--- config.mk ---
export PLATFORM = sky130hd
export DESIGN_NAME = mem_port_arbiter
export DESIGN_NICKNAME = d
export VERILOG_FILES = /design/src/rtl/mem_port_arbiter.sv
export SDC_FILE = /design/constraint.sdc
export NUM_CORES = 1
export LEC_CHECK = 0
export CAP_MARGIN = 10
export CORE_AREA = 2 2 174 176
export DETAILED_ROUTE_END_ITERATION = 10
export DIE_AREA = 0 0 176 178
export GPL_ROUTABILITY_DRIVEN = 0
export PLACE_DENSITY_LB_ADDON = 0.1
export SLEW_MARGIN = 20
export SYNTH_ARGS = -nofsm -noshare
export SYNTH_HDL_FRONTEND = slang
export SYNTH_SLANG_ARGS = --single-unit
--- constraint.sdc ---
create_clock -name clock -period 3.9 [get_ports clock]
set_input_delay 0.78 -clock clock [delete_from_list [all_inputs] [get_ports clock]]
set_output_delay 0.78 -clock clock [all_outputs]
set_load 0.05 [all_outputs]
--- src/rtl/mem_port_arbiter.sv ---
// mem_port_arbiter: shares one memory port between fetch and load/store.
// One transaction in flight; the response goes back to whoever owns it.
module mem_port_arbiter #(
  parameter int ADDR_W     = 32,
  parameter int DATA_W     = 64,
  parameter int MAX_STARVE = 4
) (
  input  logic                clock,
  input  logic                reset,
  input  logic                flush,
  input  logic                if_req_valid,
  input  logic [ADDR_W-1:0]   if_req_addr,
  output logic                if_req_ready,
  output logic                if_rsp_valid,
  output logic [DATA_W-1:0]   if_rsp_data,
  input  logic                lsu_req_valid,
  input  logic                lsu_req_wr,
  input  logic [ADDR_W-1:0]   lsu_req_addr,
  input  logic [DATA_W-1:0]   lsu_req_wdata,
  input  logic [DATA_W/8-1:0] lsu_req_wmask,
  output logic                lsu_req_ready,
  output logic                lsu_rsp_valid,
  output logic [DATA_W-1:0]   lsu_rsp_data,
  output logic                mem_req_valid,
  input  logic                mem_req_ready,
  output logic                mem_req_wr,
  output logic [ADDR_W-1:0]   mem_req_addr,
  output logic [DATA_W-1:0]   mem_req_wdata,
  output logic [DATA_W/8-1:0] mem_req_wmask,
  input  logic                mem_rsp_valid,
  input  logic [DATA_W-1:0]   mem_rsp_data
);

  typedef enum logic [1:0] {
    IDLE,
    ISSUE,
    WAIT
  } state_t;

  localparam logic [3:0] MAX_S = 4'(MAX_STARVE);

  state_t     state;
  logic [3:0] starve_cnt;
  logic       owner_lsu;
  logic       kill;
  logic       arb_ok;
  logic       if_win;
  logic       if_grant;
  logic       lsu_grant;

  // Grant is purely combinational and only offered in IDLE.
  always_comb begin
    arb_ok    = !reset && (state == IDLE);
    if_win    = if_req_valid &&
                (!lsu_req_valid || (starve_cnt == MAX_S));
    if_grant  = arb_ok && if_win;
    lsu_grant = arb_ok && lsu_req_valid && !if_win;
    if_req_ready  = if_grant;
    lsu_req_ready = lsu_grant;
  end

  // Transaction FSM with registered memory request and response outputs.
  always_ff @(posedge clock) begin
    if (reset) begin
      state         <= IDLE;
      starve_cnt    <= '0;
      owner_lsu     <= 1'b0;
      kill          <= 1'b0;
      mem_req_valid <= 1'b0;
      mem_req_wr    <= 1'b0;
      mem_req_addr  <= '0;
      mem_req_wdata <= '0;
      mem_req_wmask <= '0;
      if_rsp_valid  <= 1'b0;
      if_rsp_data   <= '0;
      lsu_rsp_valid <= 1'b0;
      lsu_rsp_data  <= '0;
    end else begin
      if_rsp_valid  <= 1'b0;
      lsu_rsp_valid <= 1'b0;
      unique case (state)
        IDLE: begin
          kill <= 1'b0;
          if (if_grant) begin
            state         <= ISSUE;
            owner_lsu     <= 1'b0;
            kill          <= flush;
            starve_cnt    <= '0;
            mem_req_valid <= 1'b1;
            mem_req_wr    <= 1'b0;
            mem_req_addr  <= if_req_addr;
            mem_req_wdata <= '0;
            mem_req_wmask <= '0;
          end else if (lsu_grant) begin
            state         <= ISSUE;
            owner_lsu     <= 1'b1;
            mem_req_valid <= 1'b1;
            mem_req_wr    <= lsu_req_wr;
            mem_req_addr  <= lsu_req_addr;
            mem_req_wdata <= lsu_req_wdata;
            mem_req_wmask <= lsu_req_wr ? lsu_req_wmask : '0;
            if (if_req_valid && (starve_cnt != MAX_S))
              starve_cnt <= starve_cnt + 4'd1;
          end
        end
        ISSUE: begin
          if (flush && !owner_lsu)
            kill <= 1'b1;
          if (mem_req_ready) begin
            mem_req_valid <= 1'b0;
            state         <= WAIT;
          end
        end
        WAIT: begin
          if (flush && !owner_lsu)
            kill <= 1'b1;
          if (mem_rsp_valid) begin
            state <= IDLE;
            if (owner_lsu) begin
              lsu_rsp_valid <= 1'b1;
              lsu_rsp_data  <= mem_req_wr ? '0 : mem_rsp_data;
            end else if (!kill && !flush) begin
              if_rsp_valid <= 1'b1;
              if_rsp_data  <= mem_rsp_data;
            end
          end
        end
        default: state <= IDLE;
      endcase
    end
  end

endmodule

==> implementation parameters <==
Parameter                              Value

Run status
  Run status ... completed

Clock network
  Clock transition at path regs ... 0.06 ns
  TritonCTS clock tree ... yes
  Buffers from clock root to sink, at most ... 3
  Latest clock arrival within the worst-skew pair ... 0.54 ns
  Clock root buffer master ... sky130_fd_sc_hd__clkbuf_16
  Clock sink count ... 244
  Number of levels in the clock H-tree ... 1
  Post CTS Setup Buffer Count ... 0
  Cts-stage hold buffer count ... 0
  Number of buffers created by CTS ... 27
  Number of gates resized after CTS ... 0

Global routing
  First-pass GRT wire length ... about 53 mm
  Antenna violations before repair ... 2
  Largest net degree at the start of global routing ... between 70 and 80
  Number of global-route vias before repair ... roughly 9300
  GRT Residual Overflow ... 0
  Total routing resource utilization after global routing ... 0.207

Layout
  Signed area change from the synthesized netlist to the final layout ... 57.0%
  Filler cell count ... about 2800
  Core utilization of the finished layout ... 0.517
  Top library cells by usage in the layout, fill and taps aside ... sky130_fd_sc_hd__clkdlybuf4s50_1 (441), sky130_fd_sc_hd__dfxtp_1 (244), sky130_fd_sc_hd__a21oi_1 (134)
  Most common cell after layout, fill and taps aside ... sky130_fd_sc_hd__clkdlybuf4s50_1
  Final net count ... between 1500 and 2000
  Share of post-route cells with drive strength above 1 ... 0.0577

Placed design
  Port-buffer cells ... 445
  Worst Setup Slack post-DPL ... ~0.76 ns
  Half-perimeter wire length after placement ... about 23 mm

STA
  Worst slew margin ... 0.345
  Final worst-path setup slack ... between 1 and 1.5 ns
  Skew final ... 0.0183 ns
  Setup-failing EPs final ... 0
  RSZ-0062 raised after global routing ... no
  Tcrit/Tclk final ... 0.743
  Hold violation total from the final report ... 0
  Slew at the pin closest to its max-slew limit ... between 0.9 and 1 ns
  Fin. max-slew vios ... 0
  Post-Route Setup TNS ... 0 ns
  Max Clock Freq ... between 300 and 400 MHz
  Minimum clock period ... 2.90 ns

Synthesis
  Register area share after synthesis ... 0.505
  Top cells by area, synth ... sky130_fd_sc_hd__dfxtp_1 (50%), sky130_fd_sc_hd__a21oi_1 (6.9%), sky130_fd_sc_hd__o21ai_0 (6.8%), sky130_fd_sc_hd__a22o_1 (6.5%), sky130_fd_sc_hd__nand3b_1 (5.1%)
  Flops & latches, synth ... between 200 and 250
  Netlist Area Pre-Place ... just under 0.01 mm2
  Distinct cell type count after synthesis ... 44
  Cell type with the highest aggregate area in the netlist ... sky130_fd_sc_hd__dfxtp_1
  Top-area cell type share of the netlist area ... 0.505
  Mean area per synthesized cell ... between 9 and 10 um2
  Yosys warnings ... 0
  Net count of the mapped netlist ... ~1200
  Number of instances in the synthesized netlist ... between 1000 and 1500

Routing
  Initial detailed-routing violation count ... between 500 and 600
  Total via count after detailed routing ... about 9400
  Total routed wirelength ... ~35 mm
  Vias per Instance ... roughly 5.2
  DRT antenna net count ... 0
  Average routed wire per standard cell ... 19.1 um
  Number of optimization iterations in the first detailed-route pass ... 4
  Detailed-route DRC error count ... 0

Floorplanning
  Floorplan die height ... around 180 um
  I/O pin cnt ... about 450
  Initial core utilization ... 0.329
  Placement Rows ... 63
  Area of the core region ... 0.0294 mm2
  Width of the die ... approximately 180 um
  DIE AREA ... between 0.03 and 0.04 mm2

Pwr
  Ratio of total power to cell area ... between 400 and 500 mW/mm2
  Fraction of power consumed by combinational cells ... 0.254
  Part of the power in registers ... 0.376
  Lkg Pwr ... roughly 0.0052 uW
  Switching power ... roughly 2300 uW
  Clock group share of total power ... 0.370
  Proportion of total power due to net switching ... 0.318
  Internal power ... roughly 5000 uW
  Peak supply drop ... 274 uV

Flow run
  Number of max-cap violations ... 0

Worst setup path
  Data arrival time of the critical path ... ~2.1 ns
  Type of element launching the critical path ... input port
  Largest fanout on the critical path ... 10
  Type of the worst setup path ... input port to primary output
  Nature of the critical path endpoint ... primary output
  Worst endpoint required time ... ~3.1 ns

Worst hold path
  Type of the most critical hold path ... flop to flop
-- per-stage QoR --
step                      hold slack (ns)  power, uW  cells  area [um2]
after global routing                0.486       7650   1811       15200
after global placement              0.459       4680   1761       14200
after detailed placement            0.460       4690   1761       14200
final                               0.471       7350   1813       15200
after floorplan                     0.462       3970   1024        9680
after CTS                           0.474       7440   1810       15200
-- cell usage after synthesis (all sizes together) --
cell type,n
dfxtp,244
a21oi,134
o21ai,133
a22o,72
nand3,68
nand3b,67
buf,64
clkbuf,54
nor3,34
a2111oi,32
a211oi,32
o21bai,32
inv,11
ha,7
nand2b,5
a31oi,4
nand2,4
nand4,4
nor2,4
and3b,3
nor2b,2
o31ai,2
o32ai,2
a32oi,1
and3,1
and4bb,1
nand4b,1
nand4bb,1
nor3b,1
o2111ai,1
o21a,1
or3,1
or3b,1
-- logic make-up (layout without fill, tap and decap cells) --
family                   Yosys count  after routing  share of synthesized area
flip-flops                       244            244                      0.505
other                              0              3                          0
AO/OA/AOI/OAI                    446            446                      0.293
adder cells (fa/ha/maj)            7              7                    0.00905
AND/OR/NAND/NOR                  198            198                      0.128
buffers and inverters            129            525                     0.0654
-- worst paths after layout --
check	startpoint	endpoint	slack [ns]	cells after the start
max	if_req_valid	if_req_ready	1.00	5
min	if_rsp_data[3]	if_rsp_data[3]	0.47	2
max reg2reg	state[0]	if_rsp_data[7]	1.43	6
min reg2reg	if_rsp_data[3]	if_rsp_data[3]	0.47	2
-- power by group through the flow --
stage,registers (uW),clock network (uW),logic (uW)
CTS,2760,2800,1880
global placement,2810,0,1870
finish,2760,2720,1870
floorplan,3380,0,589
global route,2780,2890,1980
detailed placement,2820,0,1870
-- area by class of cell --
type / instances / area (um2) / area share
diodes: 3 / 7.51 / 0.000494
inverters: 11 / 41.3 / 0.00272
flip-flops and latches: 244 / 4880 / 0.321
clock buffers: 38 / 787 / 0.0518
well taps: 390 / 488 / 0.0321
clock inverters: 11 / 165 / 0.0109
repair buffers: 465 / 4650 / 0.306
multi-input cells: 651 / 4180 / 0.275
-- sequential cells by signal, summed over array words and instances, names as in the netlist, 2 cells and up --
register	flops
mem_req_addr	32
mem_req_wmask	8
starve_cnt	4
mem_req_wdata	64
state	2
lsu_rsp_data	64
if_rsp_data	64
-- per-layer routing --
metal  vias to the layer above  wire length, um  share of wire  track usage
met1                      4449            14000           0.40        0.249
met5                         -                0              0            0
met2                       326            16500           0.47        0.346
met3                        57             3140          0.090       0.0748
met4                         0             1070          0.031       0.0692
li1                       4575                -              -            -
-- worst max-delay path, stage by stage --
cell and delay [ns]:
sky130_fd_sc_hd__clkdlybuf4s50_1 0.70, sky130_fd_sc_hd__and3b_2 0.31, sky130_fd_sc_hd__o21ai_2 0.07, sky130_fd_sc_hd__inv_1 0.05, sky130_fd_sc_hd__buf_4 0.19
Power figures use the tool's default switching activity.
